**config.mk**
```make
export PLATFORM = sky130hd
export DESIGN_NAME = hazard_ctrl
export DESIGN_NICKNAME = d
export VERILOG_FILES = /design/src/rtl/hazard_ctrl_pkg.sv /design/src/rtl/hazard_ctrl_fwd_unit.sv /design/src/rtl/hazard_ctrl.sv
export SDC_FILE = /design/constraint.sdc
export NUM_CORES = 1
export LEC_CHECK = 0
export BUFFER_PORTS_ARGS = -buffer_cell sky130_fd_sc_hd__clkbuf_2
export CELL_PAD_IN_SITES_DETAIL_PLACEMENT = 0
export CELL_PAD_IN_SITES_GLOBAL_PLACEMENT = 1
export CORE_MARGIN = 2
export CORE_UTILIZATION = 38
export CTS_BUF_LIST = sky130_fd_sc_hd__clkbuf_4 sky130_fd_sc_hd__clkbuf_8
export DETAILED_ROUTE_END_ITERATION = 7
export PLACE_DENSITY_LB_ADDON = 0.1
export RECOVER_POWER = 25
export SLEW_MARGIN = 20
export SYNTH_ARGS = -nofsm -noshare
export SYNTH_HDL_FRONTEND = slang
export SYNTH_SLANG_ARGS = --single-unit
```
**constraint.sdc**
```tcl
create_clock -name clk -period 4.3 [get_ports clk]
set_input_delay 0.43 -clock clk [delete_from_list [all_inputs] [get_ports clk]]
set_output_delay 0.43 -clock clk [all_outputs]
set_load 0.02 [all_outputs]
```
**src/rtl/hazard_ctrl_pkg.sv**
```systemverilog
// ---------------------------------------------------------------------
// hazard_ctrl_pkg: shared types for the pipeline hazard controller. Rev 1.0
// ---------------------------------------------------------------------
`default_nettype none

package hazard_ctrl_pkg;

    localparam int ADDR_LINE_REG = 5;

    typedef enum logic [1:0] {
        FWD_RF  = 2'b00,
        FWD_WB  = 2'b01,
        FWD_MEM = 2'b10
    } fwd_sel_t;

    typedef enum logic [1:0] {
        RUN      = 2'd0,
        FLUSH    = 2'd1,
        MEM_WAIT = 2'd2
    } hz_state_t;

endpackage

`default_nettype wire

```
**src/rtl/hazard_ctrl_fwd_unit.sv**
```systemverilog
// ---------------------------------------------------------------------
// fwd_unit: combinational EX operand forwarding selects. Rev 1.0
// ---------------------------------------------------------------------
`default_nettype none

module fwd_unit #(
    parameter int ADDR_LINE_REG = 5
) (
    input  logic [ADDR_LINE_REG-1:0] ex_rs,
    input  logic [ADDR_LINE_REG-1:0] ex_rt,
    input  logic [ADDR_LINE_REG-1:0] mem_rd,
    input  logic                     mem_reg_write,
    input  logic [ADDR_LINE_REG-1:0] wb_rd,
    input  logic                     wb_reg_write,
    output logic [1:0]               fwd_a,
    output logic [1:0]               fwd_b
);
    import hazard_ctrl_pkg::*;

    // EX/MEM is younger than MEM/WB, so it wins; $zero is never a producer.
    function automatic fwd_sel_t pick(
        input logic [ADDR_LINE_REG-1:0] src,
        input logic [ADDR_LINE_REG-1:0] m_rd,
        input logic                     m_we,
        input logic [ADDR_LINE_REG-1:0] w_rd,
        input logic                     w_we
    );
        if (m_we && (m_rd != '0) && (m_rd == src)) return FWD_MEM;
        if (w_we && (w_rd != '0) && (w_rd == src)) return FWD_WB;
        return FWD_RF;
    endfunction

    assign fwd_a = pick(ex_rs, mem_rd, mem_reg_write, wb_rd, wb_reg_write);
    assign fwd_b = pick(ex_rt, mem_rd, mem_reg_write, wb_rd, wb_reg_write);

endmodule

`default_nettype wire

```
**src/rtl/hazard_ctrl.sv**
```systemverilog
// ---------------------------------------------------------------------
// hazard_ctrl: stall, flush and forwarding control for the 5-stage MIPS core. Rev 1.0
// ---------------------------------------------------------------------
`default_nettype none

module hazard_ctrl #(
    parameter int ADDR_LINE_REG = 5,
    parameter int FLUSH_CYCLES  = 2,
    parameter int CNT_W         = 16
) (
    input  logic                     clk,
    input  logic                     reset,
    input  logic                     id_valid,
    input  logic [ADDR_LINE_REG-1:0] id_rs,
    input  logic [ADDR_LINE_REG-1:0] id_rt,
    input  logic                     id_uses_rt,
    input  logic [ADDR_LINE_REG-1:0] ex_rs,
    input  logic [ADDR_LINE_REG-1:0] ex_rt,
    input  logic [ADDR_LINE_REG-1:0] ex_rd,
    input  logic                     ex_mem_read,
    input  logic [ADDR_LINE_REG-1:0] mem_rd,
    input  logic                     mem_reg_write,
    input  logic [ADDR_LINE_REG-1:0] wb_rd,
    input  logic                     wb_reg_write,
    input  logic                     branch_taken,
    input  logic                     mem_busy,
    output logic                     hazard,
    output logic                     freeze,
    output logic                     bubble_id_ex,
    output logic                     flush_if_id,
    output logic                     flush_id_ex,
    output logic [1:0]               fwd_a,
    output logic [1:0]               fwd_b,
    output logic [CNT_W-1:0]         stall_cnt,
    output logic [CNT_W-1:0]         flush_cnt
);
    import hazard_ctrl_pkg::*;

    localparam int REM_W = (FLUSH_CYCLES > 1) ? $clog2(FLUSH_CYCLES) : 1;

    hz_state_t          r_state;
    logic [REM_W-1:0]   r_remaining;
    logic [CNT_W-1:0]   r_stall_cnt;
    logic [CNT_W-1:0]   r_flush_cnt;
    logic [1:0]         w_fwd_a;
    logic [1:0]         w_fwd_b;
    logic               w_load_use;

    fwd_unit #(
        .ADDR_LINE_REG (ADDR_LINE_REG)
    ) u_fwd_unit (
        .ex_rs         (ex_rs),
        .ex_rt         (ex_rt),
        .mem_rd        (mem_rd),
        .mem_reg_write (mem_reg_write),
        .wb_rd         (wb_rd),
        .wb_reg_write  (wb_reg_write),
        .fwd_a         (w_fwd_a),
        .fwd_b         (w_fwd_b)
    );

    assign w_load_use = id_valid && ex_mem_read && (ex_rd != '0) &&
                        ((ex_rd == id_rs) || (id_uses_rt && (ex_rd == id_rt)));

    // A released MEM_WAIT behaves exactly like RUN, so only FLUSH needs its own arm.
    always_comb begin
        hazard       = 1'b0;
        freeze       = 1'b0;
        bubble_id_ex = 1'b0;
        flush_if_id  = 1'b0;
        flush_id_ex  = 1'b0;
        fwd_a        = 2'b00;
        fwd_b        = 2'b00;
        if (reset) begin
            fwd_a = w_fwd_a;
            fwd_b = w_fwd_b;
            if (mem_busy) begin
                hazard = 1'b1;
                freeze = 1'b1;
            end else if (r_state == FLUSH) begin
                flush_if_id = 1'b1;
            end else if (branch_taken) begin
                flush_if_id = 1'b1;
                flush_id_ex = 1'b1;
            end else if (w_load_use) begin
                hazard       = 1'b1;
                bubble_id_ex = 1'b1;
            end
        end
    end

    always_ff @(posedge clk) begin
        if (!reset) begin
            r_state     <= RUN;
            r_remaining <= '0;
            r_stall_cnt <= '0;
            r_flush_cnt <= '0;
        end else begin
            if (hazard && !(&r_stall_cnt)) r_stall_cnt <= r_stall_cnt + CNT_W'(1);
            if (flush_id_ex && !(&r_flush_cnt)) r_flush_cnt <= r_flush_cnt + CNT_W'(1);
            case (r_state)
                FLUSH: begin
                    if (mem_busy) begin
                        r_state     <= MEM_WAIT;
                        r_remaining <= '0;
                    end else if (r_remaining == REM_W'(1)) begin
                        r_state     <= RUN;
                        r_remaining <= '0;
                    end else begin
                        r_remaining <= r_remaining - REM_W'(1);
                    end
                end
                default: begin
                    if (mem_busy) begin
                        r_state <= MEM_WAIT;
                    end else if (branch_taken && (FLUSH_CYCLES > 1)) begin
                        r_state     <= FLUSH;
                        r_remaining <= REM_W'(FLUSH_CYCLES - 1);
                    end else begin
                        r_state <= RUN;
                    end
                end
            endcase
        end
    end

    assign stall_cnt = r_stall_cnt;
    assign flush_cnt = r_flush_cnt;

endmodule

`default_nettype wire

```
Yosys cells after proc, flatten, opt, wreduce, memory -nomap -nowiden
Cells that the tools add are included.
Word-level totals
  flip-flop bits (word level): 35
  bits of input ports: 44
  output and inout port bits: 41
  word-level logic and storage cells: 80
Cells by class
  add/subtract/negate cells: 3
  equal/unequal tests: 9
  multiplexer cells: 42
  reductions and logical operators: 22
Operators by type and width (count)
  16-bit by 1-bit adder with 16-bit output, second input constant: 2
  16-bit AND reduction: 2
  5-bit == test: 6
  1-bit two-way mux: 28
  2-bit two-way mux: 14
  5-bit nonzero test: 3
  1-bit logical AND: 12
  3-bit != test, second input constant: 1
  2-bit by 1-bit == test with 1-bit output, second input constant: 1
  1-bit zero test: 2
  2-bit by 1-bit != test with 1-bit output, second input constant: 1
  2-bit AND reduction: 1
  2-bit nonzero test: 1
  1-bit logical OR: 1
  1-bit subtractor, second input constant: 1

Logic depth before layout (Yosys ltp)
Gate-level depths: netlist (run 1).
  depth after elaboration: 10
  mapped depth: 8
  mapped depth without buffers: 7

By module
Synthesis (run 1) repeated with hierarchy kept, for this count alone.
Second synthesis, totals
  cell total of the unflattened synthesis: 247
  area, all modules: 2127.0 µm²
By module, submodules not included
  hazard_ctrl: instances 1, cells each 213, area an instance 1856.8 µm², seq. area each 700.7 µm²
  fwd_unit: instances 1, cells each 34, area an instance 270.3 µm², seq. area each 0.0 µm²

Worst setup path before layout (run 1)
No wires, ideal clock.
  path kind: input port to output port
  from: in mem_rd[1]
  to: out fwd_a[0]
  arrival time: 1.947 ns
  data required time: 3.870 ns
  slack: 1.923 ns
  stages: 4
  buffers on the path: 0
  cells stage by stage: or4_1 -> o21ai_0 -> nor4_1 -> nor4_1
On the way
  longest elaborated chain between the ends: 6
  elaborated cells on any way between the ends: 7
  classes of those cells: eq/ne: 1; mux: 3; reduce/logical: 3
Ends and longest elaborated chain
  start, declared: RTL line hazard_ctrl.sv:21  | input logic [ADDR_LINE_REG-1:0] mem_rd,
  5-bit nonzero test: RTL line hazard_ctrl_fwd_unit.sv:28  | if (m_we && (m_rd != '0) && (m_rd == src)) return FWD_MEM;
  1-bit logical AND: RTL line hazard_ctrl_fwd_unit.sv:28
  1-bit logical AND (*): RTL line hazard_ctrl_fwd_unit.sv:28
  1-bit two-way mux (*): RTL line hazard_ctrl_fwd_unit.sv:28
  2-bit two-way mux (*): RTL line hazard_ctrl_fwd_unit.sv:29  | if (w_we && (w_rd != '0) && (w_rd == src)) return FWD_WB;
  2-bit two-way mux (*): RTL line hazard_ctrl.sv:74  | if (reset) begin
  end, declared: RTL line hazard_ctrl.sv:32  | output logic [1:0] fwd_a,
Every way passes the cells marked *; elsewhere a longest branch is shown, timed or not.

Worst setup path after layout (run 1)
  from: in reset
  to: out fwd_b[0]
On the way
  longest elaborated chain between the ends: 1
Ends and longest elaborated chain
  start, declared: RTL line hazard_ctrl.sv:12  | input logic reset,
  2-bit two-way mux: RTL line hazard_ctrl.sv:74
  end, declared: RTL line hazard_ctrl.sv:33  | output logic [1:0] fwd_b,
No other way between the ends.

==> results of run 1 <==
-- registers in the layout, summed over array words and instances (netlist names) --
register and flops:
r_state 2, r_remaining 1, stall_cnt 16, flush_cnt 16
-- critical path, cell delays in order --
cell	delay [ns]
clkbuf_1	0.69
o211ai_1	0.22
or4_1	0.55
nor4_1	0.22
clkbuf_2	0.23
-- kinds of logic after synthesis --
family,Yosys count,share of synthesized area
adder cells (fa/ha/maj),2,0.0120
AND/OR/NAND/NOR,110,0.298
flip-flops,35,0.336
XOR/XNOR,43,0.181
multiplexers,6,0.0288
buffers and inverters,12,0.0258
AO/OA/AOI/OAI,37,0.119
-- placed cells by master (no fill, tap or decap), types with 5 or more instances in the layout --
cell,n
clkbuf_8,5
nand2_1,18
clkbuf_2,67
xnor2_1,21
inv_1,6
nand3_1,19
dfxtp_1,35
nor4_1,5
a21oi_1,12
nor2_1,15
or4_1,10
o21ai_0,6
clkbuf_1,17
and2_1,9
nand4_1,9
mux2i_1,6
xor2_1,22
o31ai_1,7
-- per-stage QoR --
| step | hold slack, ns | cell area [um2] | setup WS, ns |
|---|---|---|---|
| 2_1_floorplan | 0.432 | 2090 | 1.92 |
| 3_3_place_gp | 0.449 | 2560 | 1.79 |
| 3_5_place_dp | 0.456 | 2560 | 1.74 |
| 4_1_cts | 0.430 | 2700 | 1.86 |
| 5_1_grt | 0.440 | 2680 | 1.33 |
| 6_report | 0.429 | 2680 | 1.53 |
-- layout make-up --
class / instances / share of cell area
clock buffers: 6 / 0.0285
clock inverters: 2 / 0.0224
inverters: 6 / 0.00841
multi-input cells: 198 / 0.497
flip-flops and latches: 35 / 0.262
well taps: 70 / 0.0327
repair buffers: 84 / 0.149
-- power breakdown --
part	leakage, nW	switching (mW)	internal, mW
logic	0.696	0.0521	0.0425
registers	0.283	0.00525	0.329
clock network	0.0688	0.122	0.238
-- path summary, 6_finish.rpt --
check,from,depth (start not counted),end
setup / recovery,reset,5,fwd_b[0]
hold / removal,mem_busy,2,r_state[1]
setup reg to reg,stall_cnt[5],6,stall_cnt[2]
hold reg to reg,r_remaining,1,r_state[0]
-- per-layer routing --
metal / routed length, um / vias up
li1: - / 1057
met1: 2260 / 921
met2: 2330 / 66
met3: 320 / 5
met4: 78 / 0
met5: 0 / -
==> results.ini, run 1 <==
[run_status]
run_status = finished, final reports clean

[clock_network]
clockBufferDepth = 2
cts.repair.resized = 0
htree_levels = 2
cts.sinks = 35
root_buffer = clkbuf_8
clk_latency_ns = 0.29
ctsHoldBuffers = 0
clk_pin_slew_ns = 0.07
post_cts_buffers = 0
cts_tree = yes
cts_inserted_buffers = 5

[yosys]
yosysSeqAreaShare = 0.336
synth_ff_type = dfxtp_1
yosys-top-cells-area = dfxtp_1 (34%), xor2_1 (9.2%), xnor2_1 (8.8%)
synth_nets = 291
synth_cell_types = 42
synth_warnings = 0
synth_edf_count = 0
avgSynthCellArea_um2 = 8.51
async_flop_share = 0
synth_largest_area_cell = dfxtp_1
syn-cell-area_um2 = 2090
synth_commonest_cells = dfxtp_1 (35), xor2_1 (22), xnor2_1 (21)
ys_ff_latch = 35
synth_most_common_cell = dfxtp_1
synth_top_area_share = 0.336
synthCells = 245

[final_layout]
antenna_cells = 0
regArea_um2 = 701
fin_util = 0.514
multi_input_area_um2 = 1330
fin_nets = 376
nFillCells = 551
drive_gt1_frac = 0.257
instances_no_fill = 401
area_delta_synth_final_pct = 28.4

[floorplan]
dieArea_um2 = 6100
start_util = 0.401
ioPinCount = 85
rows = 26
die_h_um = 78.1
coreArea_um2 = 5200
die_w_um = 78.1

[worst_setup_path]
cp_max_fo = 24
crit_path_start_kind = primary input
rrSetupSlack_ns = 1.88
arrival_ns = 2.34
path_class = primary input to output port
cp_data_required_time_ns = 3.87
end_kind = output port

[global_routing]
grt_pass1_wl_um = 8440
use_met3 = 0.0471
antenna_found_initial = 0
gr-usage-met2 = 0.289
overflow = 0
grt_max_degree = 25
grt_use_total = 0.171
met1_usage = 0.209
grt_pass1_vias = 1911
top_usage_layer = met2

[sta]
clock-skew-final_ns = 0.00523
fmax_ghz = 0.361
fin_crit_sh = 0.645
finalSetupViolCount = 0
fin_setup_tns_ns = 0
grt_setup_unrepaired = no
tightest_slew_ns = 0.948
max_slew_margin = 0.368
hold_viol_final = 0
drv_slew = 0
layout_min_cycle_time_ns = 2.77

[route]
drtPass1Iterations = 4
vias_per_cell = 5.11
avgRoutedWirePerCell_um = 12.4
wirelength_um = 4990
num_vias = 2049
ant_nets = 0
drt-initial-drc-count = 77
drc = 0

[power_and_ir_drop]
ir_drop_mv = 0.187
power.leakage_nw = 1.05
power.density_nw_per_um2 = 295
power.total_mw = 0.789

[min_path]
hp-class = primary input to register

[placement]
gp_congestion = 0.773
io_buffers = 84
placed_cells = 393
dp_hpwl_um = 3850

[run]
cap_viol_max_count = 0

Note: power is estimated with default switching activity, not from simulation.
==> run 2, diff against run 1 <==
- CORE_UTILIZATION: 38 -> 32
- clock period: 4.3 -> 2.4 ns (I/O delays scaled with it)
==> run 2 against run 1 <==
Effect of this change:
- first-iteration DRC count increased by 22%
- clock power increased by 51%
- power increased by 67%
- combinational power increased by 89%
- clock skew increased by 0.0080 ns
- non-clock buffer count increased by 7
- critical path type is now register to register
==> results.ini, run 2 (synthesis results as in run 1) <==
[sta]
timing.hold.ws_ns = 0.232
max_slew_margin = 0.535
grt_setup_unrepaired = no
fmax_ghz = 0.503
fin_setup_tns_ns = 0
hold_viol_final = 0
finalSetupViolCount = 0
tightest_slew_ns = 0.696
fin_crit_sh = 0.829
worst_slack_ns = 0.411
clock-skew-final_ns = 0.0132
drv_slew = 0
layout_min_cycle_time_ns = 1.99

[floorplan]
die_w_um = 84.7
coreArea_um2 = 6310
die_h_um = 84.7
start_util = 0.330
rows = 29
dieArea_um2 = 7180
ioPinCount = 85

[route]
avgRoutedWirePerCell_um = 12.9
wirelength_um = 5360
num_vias = 2069
vias_per_cell = 4.99
ant_nets = 0
drt-initial-drc-count = 94
drtPass1Iterations = 4
drc = 0

[clock_network]
cts_tree = yes
clk_latency_ns = 0.29
clk_pin_slew_ns = 0.08
post_cts_buffers = 0
root_buffer = clkbuf_8
ctsHoldBuffers = 0
clockBufferDepth = 2
htree_levels = 2
cts.repair.resized = 0
cts_inserted_buffers = 5
cts.sinks = 35

[placement]
placed_cells = 407
dp_hpwl_um = 4180
gp_congestion = 0.819
io_buffers = 84
dp_slack_ns = 0.433

[worst_setup_path]
cp_data_required_time_ns = 2.62
critical-path-slowest-cell = or4_1
cp_common_cell = a21oi_1
critPathBufInv = 1
crit_path_start_kind = register
cp_max_fo = 5
path_class = register to register
critPathTopFamily = simple AND/OR/NAND/NOR gates
rrSetupSlack_ns = 0.41
cpPeakStageDelay_ns = 0.46
crit_chain = nor2b_1 > or3_4 > nor3b_1 > a21oi_1 > buf_4 > or4_1 > a21oi_1
end_kind = register
arrival_ns = 2.21

[run_status]
run_status = finished, final reports clean

[final_layout]
fin_nets = 383
final_cell_mix = clkbuf_2 (68), dfxtp_1 (35), xor2_1 (22), xnor2_1 (21), nand3_1 (19)
area_delta_synth_final_pct = 30.2
drive_gt1_frac = 0.275
final_common_cell = clkbuf_2
instances_no_fill = 415
antenna_cells = 0

[global_routing]
grt_pass1_vias = 1932
grt_max_degree = 21
top_usage_layer = met2
grt_pass1_wl_um = 8870
antenna_found_initial = 0
grt_use_total = 0.152
use_met3 = 0.0413
met1_usage = 0.206
gr-usage-met2 = 0.233
overflow = 0

[run]
cap_viol_max_count = 0

[power_and_ir_drop]
ir_drop_mv = 0.230
power.leakage_nw = 1.08
power.density_nw_per_um2 = 486
power.total_mw = 1.32

[min_path]
hp-class = primary input to register

==> run 2: cell count changes in the layout (fill, tap and decap cells not counted) <==
cell / change
buf_4: +7
bufinv_16: -1
clkbuf_1: -1
clkbuf_2: +1
clkbuf_4: -1
clkinv_2: +1
clkinv_4: +1
==> run 2: final cells by class <==
class                           count  area [um2]
Clock buffer                        5        68.8
Clock inverter                      3        43.8
Fill cell                         669        3600
Inverter                            6        22.5
Multi-Input combinational cell    198        1330
Sequential cell                    35         701
Tap cell                           77        96.3
Timing Repair Buffer               91         453
==> run 2: metrics by stage <==
stage                     cell area (um2)  utilization
after CTS                            2740        0.433
after detailed placement             2620        0.416
after global routing                 2720        0.430
after global placement               2620        0.416
after floorplan                      2090            -
final                                2720        0.430
==> run 2: power by group <==
group / total [mW] / switching (mW) / internal (mW) / leakage [nW]
Sequential: 0.599 / 0.00941 / 0.589 / 0.283
Clock: 0.542 / 0.233 / 0.309 / 0.0581
Combinational: 0.179 / 0.0979 / 0.0809 / 0.734
Total: 1.32 / 0.340 / 0.980 / 1.08
==> run 2: path summary, 6_finish.rpt <==
kind,start,to,cells past startpoint
hold / removal,mem_busy,r_state[1],2
setup reg to reg,r_state[0],stall_cnt[13],7
hold reg to reg,r_remaining,r_state[0],1
setup / recovery,r_state[0],stall_cnt[13],7
==> run 2: worst register-to-register path, cell delays in order, from the launching register on <==
cell     delay, ns
dfxtp_1       0.31
nor2b_1       0.15
or3_4         0.38
nor3b_1       0.20
a21oi_1       0.11
buf_4         0.17
or4_1         0.46
a21oi_1       0.14
==> run 2: layer usage <==
metal,share of wire,vias to the layer above
met2,0.43,73
li1,-,1069
met4,0.015,0
met5,0,-
met1,0.48,920
met3,0.070,7
